--- config.mk ---
export PLATFORM = sky130hd
export DESIGN_NAME = io_bank_hs_flat
export DESIGN_NICKNAME = d
export VERILOG_FILES = /design/src/rtl/io_bank_hs_if.sv /design/src/rtl/io_bank_hs.sv /design/src/flat_wrapper.sv
export SDC_FILE = /design/constraint.sdc
export NUM_CORES = 1
export LEC_CHECK = 0
export CORE_ASPECT_RATIO = 1.2
export CORE_MARGIN = 2
export CORE_UTILIZATION = 48
export DETAILED_ROUTE_END_ITERATION = 7
export PLACE_DENSITY = 0.81
export SYNTH_ARGS = -nofsm -noshare
export SYNTH_HDL_FRONTEND = slang
export SYNTH_SLANG_ARGS = --single-unit
--- constraint.sdc ---
create_clock -name clk -period 12.8 [get_ports clk]
set_clock_uncertainty 0.1 [all_clocks]
set_input_delay 2.56 -clock clk [delete_from_list [all_inputs] [get_ports clk]]
set_output_delay 2.56 -clock clk [all_outputs]
set_load 0.01 [all_outputs]
--- src/rtl/io_bank_hs_if.sv ---
// -----------------------------------------------------------------------------
// io_bank_hs_if
// Groups the processor-side and external-side signals of io_bank_hs.
//   slave  modport : the I/O bank itself
//   master modport : the processor plus external world driving the bank
// Signals:
//   proc_req_in / proc_addr_in / proc_data_in / proc_stall : input-read port
//   proc_out_en / proc_addr_out / proc_data_out            : output-write port
//   io_in / io_in_vld / io_in_ack / io_in_ovr               : external inputs
//   io_out / io_out_vld                                     : external outputs
//   timeout_err / err_chan                                  : stall timeout status
// -----------------------------------------------------------------------------
interface io_bank_hs_if #(
  parameter int NBITS  = 33,
  parameter int NUIOIN = 4,
  parameter int NUIOOU = 4
);
  localparam int AWI = (NUIOIN > 1) ? $clog2(NUIOIN) : 1;
  localparam int AWO = (NUIOOU > 1) ? $clog2(NUIOOU) : 1;

  logic                     proc_req_in;
  logic [AWI-1:0]           proc_addr_in;
  logic [NBITS-1:0]         proc_data_in;
  logic                     proc_stall;
  logic                     proc_out_en;
  logic [AWO-1:0]           proc_addr_out;
  logic [NBITS-1:0]         proc_data_out;
  logic [NUIOIN*NBITS-1:0]  io_in;
  logic [NUIOIN-1:0]        io_in_vld;
  logic [NUIOIN-1:0]        io_in_ack;
  logic [NUIOIN-1:0]        io_in_ovr;
  logic [NUIOOU*NBITS-1:0]  io_out;
  logic [NUIOOU-1:0]        io_out_vld;
  logic                     timeout_err;
  logic [AWI-1:0]           err_chan;

  modport slave (
    input  proc_req_in, proc_addr_in, proc_out_en, proc_addr_out, proc_data_out,
    input  io_in, io_in_vld,
    output proc_data_in, proc_stall, io_in_ack, io_in_ovr, io_out, io_out_vld,
    output timeout_err, err_chan
  );

  modport master (
    output proc_req_in, proc_addr_in, proc_out_en, proc_addr_out, proc_data_out,
    output io_in, io_in_vld,
    input  proc_data_in, proc_stall, io_in_ack, io_in_ovr, io_out, io_out_vld,
    input  timeout_err, err_chan
  );
endinterface

--- src/rtl/io_bank_hs.sv ---
// -----------------------------------------------------------------------------
// io_bank_hs
// Handshaked I/O bank between the processor and external ports.
//   - one capture buffer per input channel, filled on io_in_vld, emptied when
//     the processor reads it (io_in_ack pulses the cycle after)
//   - a held register per output channel, written on proc_out_en
//     (io_out_vld pulses the cycle after)
//   - reads of an empty buffer stall the processor; after TMOUT stall cycles
//     one TOUT cycle releases the stall and records a sticky timeout error
// Ports:
//   clk  : clock, rising edge
//   rst  : asynchronous active-high reset
//   bus  : io_bank_hs_if.slave, all processor and external signals
// -----------------------------------------------------------------------------
module io_bank_hs #(
  parameter int NBITS  = 33,
  parameter int NUIOIN = 4,
  parameter int NUIOOU = 4,
  parameter int TMOUT  = 255
) (
  input logic         clk,
  input logic         rst,
  io_bank_hs_if.slave bus
);
  localparam int AWI = (NUIOIN > 1) ? $clog2(NUIOIN) : 1;
  localparam int AWO = (NUIOOU > 1) ? $clog2(NUIOOU) : 1;
  localparam int CW  = (TMOUT > 1) ? $clog2(TMOUT + 1) : 1;

  typedef enum logic [1:0] {
    S_IDLE = 2'd0,
    S_WAIT = 2'd1,
    S_TOUT = 2'd2
  } state_e;

  state_e            state_q, state_d;
  logic [CW-1:0]     cnt_q, cnt_d, cnt_inc;
  logic [NBITS-1:0]  buf_q [NUIOIN];
  logic [NBITS-1:0]  buf_d [NUIOIN];
  logic [NUIOIN-1:0] full_q, full_d;
  logic [NUIOIN-1:0] ovr_q, ovr_d;
  logic [NUIOIN-1:0] ack_q, ack_d;
  logic [NUIOIN-1:0] cons_vec;
  logic [NBITS-1:0]  out_q [NUIOOU];
  logic [NBITS-1:0]  out_d [NUIOOU];
  logic [NUIOOU-1:0] ovld_q, ovld_d;
  logic              tout_q, tout_d;
  logic [AWI-1:0]    echan_q, echan_d;
  logic              rd_hit, rd_full, stall, consume;
  logic [NBITS-1:0]  rd_word;

  // Read-address decode as an AND-OR mux; out-of-range addresses match nothing.
  always_comb begin
    rd_hit  = 1'b0;
    rd_full = 1'b0;
    rd_word = '0;
    for (int i = 0; i < NUIOIN; i++) begin
      rd_hit  = rd_hit  | (bus.proc_addr_in == AWI'(i));
      rd_full = rd_full | ((bus.proc_addr_in == AWI'(i)) & full_q[i]);
      rd_word = rd_word | ({NBITS{bus.proc_addr_in == AWI'(i)}} & buf_q[i]);
    end
  end

  // The TOUT cycle neither stalls nor consumes, which releases the processor.
  assign stall   = bus.proc_req_in & rd_hit & ~rd_full & (state_q != S_TOUT);
  assign consume = bus.proc_req_in & rd_full & (state_q != S_TOUT);

  assign bus.proc_stall   = stall;
  assign bus.proc_data_in = consume ? rd_word : '0;
  assign bus.io_in_ack    = ack_q;
  assign bus.io_in_ovr    = ovr_q;
  assign bus.io_out_vld   = ovld_q;
  assign bus.timeout_err  = tout_q;
  assign bus.err_chan     = echan_q;

  // Pack the held output registers onto the flat external bus.
  always_comb begin
    bus.io_out = '0;
    for (int j = 0; j < NUIOOU; j++) begin
      bus.io_out[j*NBITS +: NBITS] = out_q[j];
    end
  end

  // Per-channel capture: a consume and a new word on the same edge refill the
  // buffer without counting as an overrun.
  always_comb begin
    for (int i = 0; i < NUIOIN; i++) begin
      cons_vec[i] = consume & (bus.proc_addr_in == AWI'(i));
      full_d[i]   = full_q[i];
      buf_d[i]    = buf_q[i];
      ovr_d[i]    = ovr_q[i];
      if (cons_vec[i]) begin
        full_d[i] = bus.io_in_vld[i];
        if (bus.io_in_vld[i]) begin
          buf_d[i] = bus.io_in[i*NBITS +: NBITS];
        end else begin
          buf_d[i] = buf_q[i];
        end
      end else if (bus.io_in_vld[i] && !full_q[i]) begin
        buf_d[i]  = bus.io_in[i*NBITS +: NBITS];
        full_d[i] = 1'b1;
      end else if (bus.io_in_vld[i]) begin
        ovr_d[i] = 1'b1;
      end else begin
        ovr_d[i] = ovr_q[i];
      end
    end
    ack_d = cons_vec;
  end

  // Output write path; an out-of-range address matches no channel.
  always_comb begin
    for (int j = 0; j < NUIOOU; j++) begin
      ovld_d[j] = bus.proc_out_en & (bus.proc_addr_out == AWO'(j));
      out_d[j]  = ovld_d[j] ? bus.proc_data_out : out_q[j];
    end
  end

  // Stall FSM: cnt counts consecutive stall cycles; reaching TMOUT enters TOUT.
  always_comb begin
    state_d = state_q;
    cnt_d   = cnt_q;
    tout_d  = tout_q;
    echan_d = echan_q;
    cnt_inc = (state_q == S_WAIT) ? cnt_q + CW'(1) : CW'(1);
    case (state_q)
      S_IDLE, S_WAIT: begin
        if (stall) begin
          cnt_d = cnt_inc;
          if ((TMOUT != 0) && (cnt_inc == CW'(TMOUT))) begin
            state_d = S_TOUT;
          end else begin
            state_d = S_WAIT;
          end
        end else begin
          state_d = S_IDLE;
          cnt_d   = '0;
        end
      end
      S_TOUT: begin
        state_d = S_IDLE;
        cnt_d   = '0;
        tout_d  = 1'b1;
        echan_d = bus.proc_addr_in;
      end
      default: begin
        state_d = S_IDLE;
        cnt_d   = '0;
      end
    endcase
  end

  // State registers.
  always_ff @(posedge clk or posedge rst) begin
    if (rst) begin
      state_q <= S_IDLE;
      cnt_q   <= '0;
      full_q  <= '0;
      ovr_q   <= '0;
      ack_q   <= '0;
      ovld_q  <= '0;
      tout_q  <= 1'b0;
      echan_q <= '0;
      for (int i = 0; i < NUIOIN; i++) buf_q[i] <= '0;
      for (int j = 0; j < NUIOOU; j++) out_q[j] <= '0;
    end else begin
      state_q <= state_d;
      cnt_q   <= cnt_d;
      full_q  <= full_d;
      ovr_q   <= ovr_d;
      ack_q   <= ack_d;
      ovld_q  <= ovld_d;
      tout_q  <= tout_d;
      echan_q <= echan_d;
      for (int i = 0; i < NUIOIN; i++) buf_q[i] <= buf_d[i];
      for (int j = 0; j < NUIOOU; j++) out_q[j] <= out_d[j];
    end
  end
endmodule

--- src/flat_wrapper.sv ---
// flat-port wrapper written by rule: the top's interface ports become plain ports
module io_bank_hs_flat 
#(
  parameter int NBITS  = 33,
  parameter int NUIOIN = 4,
  parameter int NUIOOU = 4,
  parameter int TMOUT  = 255
)
  (clk, rst, bus_proc_req_in, bus_proc_addr_in, bus_proc_out_en, bus_proc_addr_out, bus_proc_data_out, bus_io_in, bus_io_in_vld, bus_proc_data_in, bus_proc_stall, bus_io_in_ack, bus_io_in_ovr, bus_io_out, bus_io_out_vld, bus_timeout_err, bus_err_chan);
  io_bank_hs_if #(.NBITS(NBITS), .NUIOIN(NUIOIN), .NUIOOU(NUIOOU)) bus_i ();
  input logic clk;
  input logic rst;
  input wire logic [$bits(bus_i.proc_req_in)-1:0] bus_proc_req_in;
  input wire logic [$bits(bus_i.proc_addr_in)-1:0] bus_proc_addr_in;
  input wire logic [$bits(bus_i.proc_out_en)-1:0] bus_proc_out_en;
  input wire logic [$bits(bus_i.proc_addr_out)-1:0] bus_proc_addr_out;
  input wire logic [$bits(bus_i.proc_data_out)-1:0] bus_proc_data_out;
  input wire logic [$bits(bus_i.io_in)-1:0] bus_io_in;
  input wire logic [$bits(bus_i.io_in_vld)-1:0] bus_io_in_vld;
  output wire logic [$bits(bus_i.proc_data_in)-1:0] bus_proc_data_in;
  output wire logic [$bits(bus_i.proc_stall)-1:0] bus_proc_stall;
  output wire logic [$bits(bus_i.io_in_ack)-1:0] bus_io_in_ack;
  output wire logic [$bits(bus_i.io_in_ovr)-1:0] bus_io_in_ovr;
  output wire logic [$bits(bus_i.io_out)-1:0] bus_io_out;
  output wire logic [$bits(bus_i.io_out_vld)-1:0] bus_io_out_vld;
  output wire logic [$bits(bus_i.timeout_err)-1:0] bus_timeout_err;
  output wire logic [$bits(bus_i.err_chan)-1:0] bus_err_chan;
  assign bus_i.proc_req_in = bus_proc_req_in;
  assign bus_i.proc_addr_in = bus_proc_addr_in;
  assign bus_i.proc_out_en = bus_proc_out_en;
  assign bus_i.proc_addr_out = bus_proc_addr_out;
  assign bus_i.proc_data_out = bus_proc_data_out;
  assign bus_i.io_in = bus_io_in;
  assign bus_i.io_in_vld = bus_io_in_vld;
  assign bus_proc_data_in = bus_i.proc_data_in;
  assign bus_proc_stall = bus_i.proc_stall;
  assign bus_io_in_ack = bus_i.io_in_ack;
  assign bus_io_in_ovr = bus_i.io_in_ovr;
  assign bus_io_out = bus_i.io_out;
  assign bus_io_out_vld = bus_i.io_out_vld;
  assign bus_timeout_err = bus_i.timeout_err;
  assign bus_err_chan = bus_i.err_chan;
  io_bank_hs #(.NBITS(NBITS), .NUIOIN(NUIOIN), .NUIOOU(NUIOOU), .TMOUT(TMOUT)) u_core (.clk(clk), .rst(rst), .bus(bus_i));
endmodule
==> metrics.md <==
| Metric | Value |
|---|---|
| Dpl hpwl | 22500 um |
| I/O pins | 358 |
| Post-CTS Resized | 0 |
| P_int | 2.10 mW |
| Core area | between 20000 and 25000 sq um |
| Yosys top cell area share | 60.3% |
| Register area share after synthesis | 60.3% |
| Status | complete, no violations |
| Hold Slack | ~0.36 ns |
| DR WL/cell | 20.4 um |
| Initial antenna violation count | 1 |
| Min-Delay Path Class | flip-flop to flip-flop |
| Top cells by area, synth | dfrtp_1 60%, mux2_1 15%, mux4_2 6.3% |
| Top FF cell, synth | dfrtp_1 |
| Fillcell total | 1810 |
| RSZ-0062 raised after global routing | no |
| Gr usage total | between 20% and 30% |
| Synth Register Bits | approximately 290 |
| Final hold viol count | 0 |
| CTS Hold Bufs | 0 |
| Row cnt | 63 |
| Area of the die | 26600 sq um |
| Min Tclk post-route | 7.90 ns |
| Most frequent cells after synthesis | 293 x dfrtp_1, 203 x nand2_1, 157 x mux2_1 |
| Layout Nets | 1416 |
| Synth area leader | dfrtp_1 |
| Req. time, crit path | 10.14 ns |
| Post-CTS setup buffers | 0 |
| Mapped Cells | 888 |
| Max Fanout on Critical Path | 39 |
| IO buf count | between 300 and 400 |
| Clock sinks | 293 |
| Final wirelength | 32500 um |
| Die height | 178 um |
| Layout cell share with drive strength beyond 1 | 12.5% |
| H-tree depth | 1 |
| Comb power frac | a little over a fifth |
| CP max stage delay | between 0.6 and 0.7 ns |
| Max Slew Vio Count | 0 |
| Yosys cell types | 41 |
| Worst VDD drop | between 100 and 150 uV |
| Num CTS Buffers | 30 |
| Leak | between 7 and 8 nW |
| Total negative slack | 0 ns |
| Worst slew pin tran | 1.16 ns |
| DRT Pass-1 Iters | 4 |
| Setup Viol. Count Final | 0 |
| Area growth syn-to-layout | 40.4% |
| Setup Crit Path Kind | input pin to primary output |
| CTS max path bufs | 3 |
| Clock slew at reported path FFs | 0.06 ns |
| Fin crit share | 61.7% |
| DR vias | 8329 |
| CTS tree | done |
| CP endpoint kind | primary output |
| Die W | 149 um |
| CP Launch Type | input pin |
| P_sw | 0.701 mW |
| CP cell instances | buf_2 -> buf_4 -> mux4_2 -> nand3_2 -> nor2b_1 -> clkdlybuf4s50_1 |
| First-pass GRT wire length | 50700 um |
| Clk Latency, worst-skew pair | between 0.5 and 0.6 ns |
| Gpl congestion | 0.815 |
| Initial Utilization | 48.9% |
| Initial DRC Count | 292 |
| Maxcap violations | 0 |
| Power Density | 164 nW/um^2 |
| Root buf cell | clkbuf_16 |
| Sw Share | 25.0% |
| Syn nets | between 1000 and 1500 |
| Routed Antenna Nets | 0 |
| Relative slew margins | 22.7% |
| Vias in the first global route | roughly 9000 |
| Post-Syn Area | 12200 sq um |
| Vias per cell | 5.24 |
| CP arrival | 5.24 ns |
| Post-synth ARST share | 100% |
| Most frequent cell after synthesis | dfrtp_1 |
| Largest net degree at the start of global routing | 79 |
| Syn_area_per_cell | about 14 sq um |
| Seq pwr share | between 40% and 50% |
| Peak Freq | 0.127 GHz |
| Clock Power Share | 35.7% |
| EDFF count, synth | 0 |
| Gr ovfl total | 0 |
| Synth Warn # | 0 |
| Critical-path top delay cell | nand3_2 |
| Drt drc | 0 |
-- critical path: cells and delay by family --
family,cells,cell delay [ns]
buffers and inverters,3,1.24
multiplexers,1,0.39
AND/OR/NAND/NOR,2,1.02
-- layout make-up --
class                           instances  area, sq um  area share, %
Tap cell                              325          407           2.38
Sequential cell                       293         7330           43.0
Multi-Input combinational cell        537         4500           26.4
Timing Repair Buffer                  365         3620           21.2
Clock inverter                         19          305           1.79
Antenna cell                            1         2.50         0.0147
Inverter                               11         48.8          0.286
Clock buffer                           37          848           4.97
-- metal layers --
metal	track usage [%]	up-vias	part of all wire (%)
li1	-	3717	-
met3	9.44	49	11
met1	29.7	4210	37
met5	0	-	0
met4	7.46	0	2.6
met2	41.4	353	49
-- final timing paths --
path | slack (ns) | start | end | cells past startpoint
max | 4.90 | bus_proc_addr_in[1] | bus_proc_data_in[0] | 6
min | 0.36 | u_core.bus.io_in_ovr[1] | u_core.bus.io_in_ovr[1] | 1
max reg2reg | 10.14 | u_core.state_q[0] | u_core.buf_q[7] | 4
min reg2reg | 0.36 | u_core.bus.io_in_ovr[1] | u_core.bus.io_in_ovr[1] | 1
max in group asynchronous | 7.99 | rst | u_core.buf_q[9] | 4
min in group asynchronous | 2.35 | rst | u_core.bus.io_out[72] | 2
-- placed cells by master, fill, tap and decap left out, types with 6 or more instances in the layout --
| cell | synthesis | layout |
|---|---|---|
| mux2_4 | 8 | 8 |
| clkdlybuf4s50_1 | 0 | 355 |
| bufinv_16 | 0 | 8 |
| nand2_1 | 203 | 203 |
| inv_1 | 9 | 8 |
| nor2_1 | 6 | 6 |
| nor2b_1 | 34 | 34 |
| mux2_1 | 157 | 157 |
| dfrtp_1 | 293 | 293 |
| clkbuf_16 | 0 | 31 |
| mux4_2 | 34 | 34 |
| mux2_2 | 34 | 34 |
| clkinv_2 | 0 | 8 |
| buf_4 | 3 | 8 |
-- power groups by stage --
stage               registers (mW)  clock network (mW)  logic, mW
floorplan                     1.23                   0      0.256
global placement              1.21                   0      0.581
detailed placement            1.22                   0      0.594
CTS                           1.21                1.02      0.600
global route                  1.23                1.06      0.639
finish                        1.21                1.00      0.592
-- cells by family after synthesis --
kind of cell	count (synthesis)	share of synthesized area (%)
adders and majority gates	1	0.103
buffers and inverters	58	2.80
DFF	293	60.3
muxes	233	25.0
and+or+nand+nor	280	10.2
AOI/OAI and AO/OA	18	1.18
xor gates and xnor gates	5	0.360
-- metrics by stage --
step	area [sq um]	cells	util [%]	setup slack (ns)	power, mW
detailed placement	15900	1531	64.1	4.89	1.82
floorplan	12200	888	-	2.05	1.48
finish	17100	1588	68.7	4.90	2.80
CTS	17100	1587	68.7	4.89	2.83
global route	17100	1588	68.7	4.69	2.93
global placement	15900	1531	64.1	4.97	1.79
-- registers in the layout, summed over array words and instances, names as in the netlist --
register                cells
u_core.bus.err_chan         2
u_core.bus.io_out         132
u_core.bus.timeout_err      1
u_core.bus.io_out_vld       4
u_core.full_q               4
u_core.bus.io_in_ack        4
u_core.state_q              2
u_core.bus.io_in_ovr        4
u_core.buf_q              132
u_core.cnt_q                8
Power figures use the tool's default switching activity.
==> RTL change, RTL diff (same settings) <==
`NBITS` is set to 33 in 3 places; all go to 29.
--- a/src/rtl/io_bank_hs_if.sv
+++ b/src/rtl/io_bank_hs_if.sv
@@ -11,7 +11,7 @@
 //   timeout_err / err_chan                                  : stall timeout status
 // -----------------------------------------------------------------------------
 interface io_bank_hs_if #(
-  parameter int NBITS  = 33,
+  parameter int NBITS  = 29,
   parameter int NUIOIN = 4,
   parameter int NUIOOU = 4
 );
--- a/src/rtl/io_bank_hs.sv
+++ b/src/rtl/io_bank_hs.sv
@@ -13,7 +13,7 @@
 //   bus  : io_bank_hs_if.slave, all processor and external signals
 // -----------------------------------------------------------------------------
 module io_bank_hs #(
-  parameter int NBITS  = 33,
+  parameter int NBITS  = 29,
   parameter int NUIOIN = 4,
   parameter int NUIOOU = 4,
   parameter int TMOUT  = 255
--- a/src/flat_wrapper.sv
+++ b/src/flat_wrapper.sv
@@ -1,7 +1,7 @@
 // flat-port wrapper written by rule: the top's interface ports become plain ports
 module io_bank_hs_flat 
 #(
-  parameter int NBITS  = 33,
+  parameter int NBITS  = 29,
   parameter int NUIOIN = 4,
   parameter int NUIOOU = 4,
   parameter int TMOUT  = 255
Ports: changed (resized bus_io_in, bus_io_out, bus_proc_data_in and bus_proc_data_out); port bits go from 358 to 318. The function was not compared with the original's and may differ.
==> RTL change against the original RTL <==
Non-clock buffer count decreased by 36; critical endpoint is now bus_proc_data_in[17]; global-route usage decreased by 1.3 points; register-to-register slack got worse by 140 ps; final area decreased by 12%; area after synthesis decreased by 12%; clock power decreased by 22%; die area decreased by 11%; power decreased by 15%; routed wire length decreased by 15%; setup slack improved by 380 ps; sequential cell count decreased by 32; core utilization about the same.
==> RTL change: results <==
set metrics [dict create \
    status "completed" \
    grt_pass1_wl_mm 43.3 \
    gp_congestion 0.815 \
    crit_path_max_fanout 35 \
    synth_common_cells "dfrtp_1 (261), nand2_1 (182), mux2_2 (174)" \
    cts_buffers 27 \
    r2r_cells 5 \
    drtIter0Drc 262 \
    synth-compound-area-share_pct 1.20 \
    synth-xor-area-share_pct 0.408 \
    yosysUniqueCellTypes 36 \
    holdPathEnd "u_core.bus.io_in_ovr[0]$_DFFE_PP0P_" \
    relSlewSlack_pct 20.8 \
    synthAdderAreaFrac_pct 0.117 \
    fin_nets 1270 \
    clk_latency_ps 520 \
    timing.rr.end "u_core.buf_q[112]$_DFFE_PP0P_" \
    routedWlPerCell_um 19.6 \
    leakage_nw 6.56 \
    grtUsageTotal_pct 23.4 \
    synthTopCellsByArea "dfrtp_1 (61%), mux2_2 (18%), nand2_1 (6.4%), mux4_2 (6.3%), nor2b_1 (1.7%)" \
    portBuffers 317 \
    hold_start "u_core.bus.io_in_ovr[0]$_DFFE_PP0P_" \
    vias_per_cell 5.22 \
    drtPass1Iterations 6 \
]
RTL change: cell types whose count changed after synthesis, moves of 4 or more:
cell / before / now
buf_6: 13 / 1
mux4_2: 34 / 30
nor2b_1: 34 / 29
clkbuf_1: 18 / 22
dfrtp_1: 293 / 261
mux2_1: 157 / 0
nand2_1: 203 / 182
mux2_4: 8 / 0
mux2_2: 34 / 174
RTL change: power by group through the flow:
stage	clock [W]	combinational (W)	sequential, W
floorplan	0	0.000243	0.00109
global placement	0	0.000531	0.00107
detailed placement	0	0.000542	0.00108
CTS	0.000792	0.000547	0.00107
global route	0.000826	0.000579	0.00108
finish	0.000776	0.000540	0.00107
RTL change: cell families after synthesis:
group | Yosys count
buf+inv | 57
fa+ha+maj | 1
flops | 261
compound gates | 18
mux | 206
simple gates | 251
xor+xnor | 5
RTL change: worst reg2reg max path, delay by kind of cell (launching register included):
kind	cells	cell delay, ps
and+or+nand+nor	2	970
muxes	1	380
AOI/OAI and AO/OA	1	420
DFF	1	420
buffers and inverters	1	400
RTL change: worst max path at each step:
stage | from | end | slack, ps | cells after the start
floorplan | rst | u_core.buf_q[0]$_DFFE_PP0P_ | 2960 | 1
global placement | bus_proc_addr_in[0] | bus_proc_data_in[9] | 5340 | 7
detailed placement | bus_proc_addr_in[0] | bus_proc_data_in[17] | 5280 | 7
CTS | bus_proc_addr_in[0] | bus_proc_data_in[17] | 5270 | 7
global route | bus_proc_addr_in[0] | bus_proc_data_in[18] | 5150 | 7
finish | bus_proc_addr_in[0] | bus_proc_data_in[17] | 5280 | 7
RTL change: layout make-up:
type / instances / area (µm²) / share of cell area [%]
Timing Repair Buffer: 329 / 3250 / 21.7
Sequential cell: 261 / 6530 / 43.5
Tap cell: 274 / 343 / 2.28
Multi-Input combinational cell: 481 / 3960 / 26.3
Clock buffer: 37 / 753 / 5.01
Antenna cell: 2 / 5.00 / 0.0333
Inverter: 12 / 52.6 / 0.350
Clock inverter: 13 / 130 / 0.866
RTL change: through the flow:
| stage | worst slack (ps) | instances | total power (W) | util (%) |
|---|---|---|---|---|
| 4_1_cts | 5270 | 1407 | 0.00240 | 68.7 |
| 3_3_place_gp | 5340 | 1357 | 0.00160 | 64.7 |
| 5_1_grt | 5150 | 1409 | 0.00249 | 68.8 |
| 6_report | 5280 | 1409 | 0.00238 | 68.8 |
| 3_5_place_dp | 5280 | 1357 | 0.00162 | 64.7 |
| 2_1_floorplan | 2960 | 799 | 0.00133 | - |
RTL change: metal layers:
layer  GRT usage, %  up-vias  part of all wire (%)
li1               -     3350                     -
met1           29.3     3675                    40
met2           39.9      285                    49
met3           6.68       47                   8.6
met4           6.78        0                   2.6
met5              0        -                     0
